File: config.mk
export PLATFORM = sky130hd
export DESIGN_NAME = vram_loader
export DESIGN_NICKNAME = d
export VERILOG_FILES = /design/src/rtl/vram_loader.sv
export SDC_FILE = /design/constraint.sdc
export NUM_CORES = 1
export LEC_CHECK = 0
export BUFFER_PORTS_ARGS = -buffer_cell sky130_fd_sc_hd__buf_2
export CORE_ASPECT_RATIO = 0.9
export CORE_MARGIN = 10
export CORE_UTILIZATION = 50
export DETAILED_ROUTE_END_ITERATION = 8
export GPL_ROUTABILITY_DRIVEN = 0
export PLACE_DENSITY = 0.69
export SLEW_MARGIN = 30
export SYNTH_ARGS = -nofsm -noshare
export SYNTH_HDL_FRONTEND = slang
export SYNTH_SLANG_ARGS = --single-unit
File: constraint.sdc
create_clock -name clk -period 3 [get_ports clk]
set_input_delay 0.6 -clock clk [delete_from_list [all_inputs] [get_ports clk]]
set_output_delay 0.6 -clock clk [all_outputs]
set_load 0.03 [all_outputs]
File: src/rtl/vram_loader.sv
// vram_loader: UART packet loader writing 6-bit VRAM words (define VRAM_LOADER_CHECKSUM_EN to require a trailing XOR checksum byte)
module vram_loader #(
  parameter int VRAM_DEPTH = 30000,
  parameter int TIMEOUT_CYCLES = 1066667
) (
  input  logic        clk,
  input  logic        rst_n,
  input  logic [7:0]  rx_data,
  input  logic        rx_ready,
  output logic        rx_ack,
  output logic        wr_en,
  output logic [14:0] wr_addr,
  output logic [5:0]  wr_data,
  output logic        busy,
  output logic        pkt_done,
  output logic        pkt_err,
  output logic [1:0]  err_code
);
  localparam int TW = $clog2(TIMEOUT_CYCLES + 1);
  typedef enum logic [3:0] {
    IDLE, CMD, ADDR_H, ADDR_L, LEN_H, LEN_L, PAYLOAD, FILL_VAL, FILL
`ifdef VRAM_LOADER_CHECKSUM_EN
    , CSUM
`endif
  } state_t;
  state_t state;
  logic is_fill;
  logic [14:0] addr;
  logic [15:0] len;
  logic [5:0] val;
  logic [TW-1:0] tmo;
`ifdef VRAM_LOADER_CHECKSUM_EN
  logic [7:0] csum;
`endif
  logic accepting, tmo_on, tmo_hit, addr_bad, fin;
  logic [14:0] addr_nx;
  assign busy = state != IDLE;
  assign accepting = !(state == FILL || (state == PAYLOAD && len == '0));
  assign tmo_on = !(state == IDLE || state == FILL);
  assign tmo_hit = tmo_on && !rx_ack && tmo == TW'(TIMEOUT_CYCLES);
  assign addr_bad = 32'(addr) >= VRAM_DEPTH;
  assign addr_nx = (32'(addr) == VRAM_DEPTH - 1) ? '0 : addr + 15'd1;
  assign fin = (state == LEN_L && rx_ack && !addr_bad && {len[15:8], rx_data} == 16'd0) ||
               ((state == PAYLOAD || state == FILL) && len == '0);
  always_ff @(posedge clk or negedge rst_n)
    if (!rst_n) begin
      state <= IDLE;
      rx_ack <= 1'b0;
      wr_en <= 1'b0;
      wr_addr <= '0;
      wr_data <= '0;
      pkt_done <= 1'b0;
      pkt_err <= 1'b0;
      err_code <= '0;
      is_fill <= 1'b0;
      addr <= '0;
      len <= '0;
      val <= '0;
      tmo <= '0;
`ifdef VRAM_LOADER_CHECKSUM_EN
      csum <= '0;
`endif
    end else begin
      rx_ack <= accepting && rx_ready && !rx_ack && !tmo_hit;
      wr_en <= 1'b0;
      pkt_done <= 1'b0;
      pkt_err <= 1'b0;
      tmo <= (rx_ack || !tmo_on) ? '0 : tmo + TW'(1);
`ifdef VRAM_LOADER_CHECKSUM_EN
      csum <= (state == IDLE) ? '0 : (rx_ack && state != CSUM) ? csum ^ rx_data : csum;
`endif
      if (tmo_hit) begin
        state <= IDLE;
        pkt_err <= 1'b1;
        err_code <= 2'd3;
      end else if (rx_ack)
        case (state)
          IDLE: state <= (rx_data == 8'hA5) ? CMD : IDLE;
          CMD: begin
            is_fill <= rx_data[1];
            state <= (rx_data == 8'h01 || rx_data == 8'h02) ? ADDR_H : IDLE;
            if (rx_data != 8'h01 && rx_data != 8'h02) begin
              pkt_err <= 1'b1;
              err_code <= 2'd1;
            end
          end
          ADDR_H: begin
            addr[14:8] <= rx_data[6:0];
            state <= ADDR_L;
          end
          ADDR_L: begin
            addr[7:0] <= rx_data;
            state <= LEN_H;
          end
          LEN_H: begin
            len[15:8] <= rx_data;
            state <= LEN_L;
          end
          LEN_L: begin
            len[7:0] <= rx_data;
            state <= addr_bad ? IDLE : is_fill ? FILL_VAL : PAYLOAD;
            if (addr_bad) begin
              pkt_err <= 1'b1;
              err_code <= 2'd2;
            end
          end
          PAYLOAD: begin
            wr_en <= 1'b1;
            wr_addr <= addr;
            wr_data <= rx_data[5:0];
            addr <= addr_nx;
            len <= len - 16'd1;
          end
          FILL_VAL: begin
            val <= rx_data[5:0];
            state <= FILL;
          end
`ifdef VRAM_LOADER_CHECKSUM_EN
          CSUM: begin
            state <= IDLE;
            pkt_done <= rx_data == csum;
            pkt_err <= rx_data != csum;
            if (rx_data != csum) err_code <= 2'd3;
          end
`endif
          default: ;
        endcase
      if (state == FILL && len != '0) begin
        wr_en <= 1'b1;
        wr_addr <= addr;
        wr_data <= val;
        addr <= addr_nx;
        len <= len - 16'd1;
      end
      if (fin) begin
`ifdef VRAM_LOADER_CHECKSUM_EN
        state <= CSUM;
`else
        state <= IDLE;
        pkt_done <= 1'b1;
`endif
      end
    end
endmodule

Word-level counts from Yosys, hierarchy flattened
Cells that the tools add are included.
{"block": "totals", "ff_bits": 90, "output_inout_bits": 28, "word_cells": 128}
{"block": "op_classes", "add_sub_neg": 3, "n_lt_le_gt_ge": 1, "eq_ne": 18, "mux": 43, "bitwise": 1, "n_reduce_logical": 47}
{"cell": "$mux W15", "n": 8}
{"cell": "$mux W16", "n": 3}
{"cell": "$pmux W8 S2", "n": 3}
{"cell": "$logic_not A16 Y1", "n": 2}
{"cell": "$pmux W4 S7", "n": 1}
{"cell": "$mux W6", "n": 4}
{"cell": "$add A21 B1 Y21 const B", "n": 1}
{"cell": "$eq A21 B21 Y1 const B", "n": 1}
{"cell": "$mux W21", "n": 1}
{"cell": "$reduce_and A3 Y1", "n": 7}
{"cell": "$reduce_bool A3 Y1", "n": 6}
{"cell": "$eq A4 B3 Y1 const B", "n": 4}
{"cell": "$reduce_bool A16 Y1", "n": 1}
{"cell": "$sub A16 B1 Y16 const B", "n": 1}
{"cell": "$add A15 B1 Y15 const B", "n": 1}
{"cell": "$eq A15 B15 Y1 const B", "n": 1}
{"cell": "$ge A15 B15 Y1 const B", "n": 1}
{"cell": "$pmux W7 S2", "n": 1}
{"cell": "$logic_and A1 B1 Y1", "n": 12}
{"cell": "$mux W4", "n": 3}
{"cell": "$mux W1", "n": 11}
{"cell": "$mux W2", "n": 5}
{"cell": "$reduce_bool A9 Y1", "n": 1}
{"cell": "$eq A4 B2 Y1 const B", "n": 2}
{"cell": "other kinds (20)", "n": 32}

Longest topological paths before layout
{"block": "depth", "word_depth": 7, "mapped_depth": 10, "ltp_nobuf": 8}

Least setup slack after synthesis
Ideal clock, no wire load.
{"block": "synth_path", "path_type": "register to register", "start": "register len[0]", "end": "register addr[0]", "arrival_ns": 2.352, "required_time_ns": 2.875, "setup_slack_ns": 0.523, "stages_incl_launch_ff": 10, "path_buffers": 2, "synth_period_minus_slack_ns": 2.477, "path_cell_list": "dfrtp_1 -> inv_1 -> ha_1 -> or4b_4 -> or2_1 -> buf_6 -> o311ai_4 -> buf_6 -> o21ai_2 -> mux2_2"}
{"block": "synth_via", "elab_chain_cells": 4}
{"element": "start: declaration", "line": "29", "rtl": "logic [15:0] len;"}
{"element": "start signal: assignment", "line": "100", "rtl": "len[7:0] <= rx_data;"}
{"element": "start signal: assignment", "line": "112", "rtl": "len <= len - 16'd1;"}
{"element": "start signal: assignment", "line": "133", "rtl": "len <= len - 16'd1;"}
{"element": "$reduce_bool A16 Y1 *", "line": "128", "rtl": "if (state == FILL && len != '0) begin"}
{"element": "$logic_and A1 B1 Y1 *", "line": "128"}
{"element": "$ne A2 B1 Y1 (no source line), or another cell as far along"}
{"element": "$reduce_and A3 Y1 (no source line)"}
{"element": "end signal: assignment", "line": "92", "rtl": "addr[7:0] <= rx_data;"}
{"element": "end signal: assignment", "line": "111", "rtl": "addr <= addr_nx;"}
{"element": "end signal: assignment", "line": "132", "rtl": "addr <= addr_nx;"}
{"element": "end: declaration", "line": "28", "rtl": "logic [14:0] addr;"}
Every way passes the cells marked *; elsewhere a longest branch is shown, timed or not.
A chain may end at the register's enable or synchronous reset.

Worst setup path after layout
{"block": "layout_path", "start": "register len[0]", "end": "register len[2]"}
{"block": "layout_via", "elab_chain_cells": 5}
{"element": "$sub A16 B1 Y16", "line": "112, 133"}
{"element": "$pmux W8 S2", "line": "77", "rtl": "case (state)"}
{"element": "$mux W16", "line": "76", "rtl": "end else if (rx_ack)"}
{"element": "$mux W16", "line": "72", "rtl": "if (tmo_hit) begin"}
{"element": "$mux W16", "line": "128"}
Parallel ways exist; a longest one is shown, timed or not. The select of a mux whose other input is x is not followed.

==> out/results.txt <==
Die ar.: 13,900 um2
NetSw: 2340 uW
Lkg Pwr: 0.00233 uW
Vias: 4,090
dominant cells by area after synthesis: dfrtp_1 (47%), mux2_2 (5.7%), nor2_1 (4.5%)
RSZ-0062 raised after global routing: no
Detailed Place HPWL: 8700 um
critical path arrival: 2.95 ns
wire per inst: 18.4 um
Post-synth EDFFs: 0
postcts setup bufs: 0
vias per cell: 6.13
Clock Tree Root: clkbuf_8
cell internal pwr: 2950 uW
mapped cell area: 4780 um2
Rows: 33
Yosys top cell area share: 0.471
share of post-route cells with drive strength above 1: 0.211
CTS tree: built
core area: 9210 um2
Netlist cell types: 71
TNS Setup: 0 ns
Max Root-Sink Buffers: 2
CTS buffer count: 9
M1 WL: 5750 um
PD cells: 989 nW/um2
commonest non-fill, non-tap cell in the layout: dfrtp_1
top_reg_cell synth: dfrtp_1
type of the worst setup path: register to register
fmax: 0.376 GHz
launching point of the worst reg2reg path: len[0]
Slew HR: 0.514
largest net degree at the start of global routing: 56
max_cap viols: 0
highest metal used: met4
Starting Density: 0.519
Sw Share: 0.442
PnR Total Power: 5290 uW
Hold Crit Class: input port to asynchronous set/reset pin
part of the power in the clock network: 0.171
fill count: 823
DR iter-0 viols: 368
port bufs: 38
Worst-Margin Slew: 0.726 ns
Clock Skew: 0.0105 ns
total of warnings raised by yosys: 0
grt ovf: 0
worst path required time: 3.29 ns
Remaining DRCs: 0
layout net count: 555
fin crit share: 0.887
clock transition at the registers of the reported paths: 0.10 ns
syn nets: 516
Routed Antenna Nets: 0
post-CTS sizing: 0
status: complete, no violations
max-slew violations: 0
sequential area share after synthesis: 0.471
most frequent cells in the layout: dfrtp_1 (90), nor2_1 (57), nand2_1 (46)
Gate power share: 0.436
area grow syn2layout: 11.9%
CP startpoint: len[0]
number of global-route vias before repair: 3,983
WL met3: 758 um
Cell Count, Final, Fillers Out: 667
Hold-fix buffers, CTS: 0
wire length on met2: 5580 um
flip-flop and latch count after synthesis: 90
Die Y: 113 um
Post-synth ARST share: 1.00
Critical Path Source Type: register
IO Count: 39
Post-Syn Instances: 501
Reg power frac: 0.393
die width: 123 um
Placed Cells: 651
Peak supply drop: 0.513 mV
htree depth: 3
top cell type by total area after synthesis: dfrtp_1
clk_lat worst skew: 0.37 ns
Final Hold Viols: 0
Synth Area per Inst: 9.54 um2
crit-path max FO: 16
initial antenna violation count: 0
Pre-antenna DRT Iters: 5
GRT Resource Usage Total: 0.180
global-route wire length before repair: 20,500 um
CP Capture Type: register
n_diodes: 0
final setup fails: 0
minimum clock period: 2.66 ns
WL final: 12,200 um
CTS sink cnt: 90
registers in the layout, indices dropped and copies added, names as in the netlist, 2 cells and up:
register,flops
wr_addr,15
wr_data,6
tmo,21
err_code,2
addr,15
state,4
val,6
len,16
critical path: stages, from the launching register on:
cell and delay (ns):
dfrtp_1 0.43, inv_1 0.07, ha_1 0.20, or4b_4 0.50, nor2_1 0.24, a21o_2 0.18
nand2_1 0.38, a31o_2 0.41, a22oi_1 0.17
power by group through the flow:
stage,Combinational [uW],Clock (uW),Sequential (uW)
floorplan,1410,0,2280
finish,2300,905,2080
CTS,2300,923,2070
global placement,2240,0,2070
global route,2510,967,2160
detailed placement,2290,0,2090
worst paths after layout:
| path | end | slack (ns) | cells after the start |
|---|---|---|---|
| max | len[2] | 0.34 | 8 |
| min | err_code[0] | 0.18 | 1 |
| min in group clk | rx_ack | 0.49 | 3 |
| max reg2reg | len[2] | 0.34 | 8 |
| min reg2reg | err_code[1] | 0.49 | 1 |
| max in group asynchronous | len[0] | 2.16 | 2 |
logic make-up after synthesis:
family	synth area share
xor+xnor	0.0385
compound gates	0.160
fa+ha+maj	0.0105
flops	0.471
simple gates	0.229
mux	0.0565
buf+inv	0.0340
Yosys cell counts (3+ instances only):
cell,n
nand4_1,9
xor2_1,13
and4_1,4
o31a_2,3
or3_1,4
o21ai_0,27
nor4_1,6
mux2_2,24
nor4b_1,4
nand3_1,21
nor3_1,24
nor2_1,57
xnor2_1,8
a22oi_1,3
nand2_1,46
o2bb2ai_1,4
a22o_1,5
inv_1,10
a31oi_1,13
and3_1,6
nor2b_1,9
dfrtp_1,90
o22a_1,4
clkbuf_1,19
ha_1,4
a2bb2oi_1,4
a21oi_1,28
per-layer routing:
metal,vias to the layer above,GRT usage
met2,143,0.276
met1,2028,0.252
li1,1905,-
met5,-,0
met4,0,0.0559
met3,14,0.0333
stage by stage:
stage	hold WS, ns	area [um2]	util	worst slack [ns]
finish	0.179	5350	0.581	0.339
floorplan	0.304	4780	-	0.523
detailed placement	0.467	5130	0.557	0.287
global route	0.212	5350	0.581	0.132
global placement	0.463	5130	0.557	0.377
CTS	0.190	5350	0.581	0.250
layout make-up:
cell class,count,area (um2),share of cell area
Tap cell,122,153,0.0285
Timing Repair Buffer,53,318,0.0594
Sequential cell,90,2250,0.421
Clock inverter,7,95.1,0.0178
Inverter,10,37.5,0.00702
Clock buffer,9,124,0.0232
Multi-Input combinational cell,376,2370,0.443
Power figures use the tool's default switching activity.
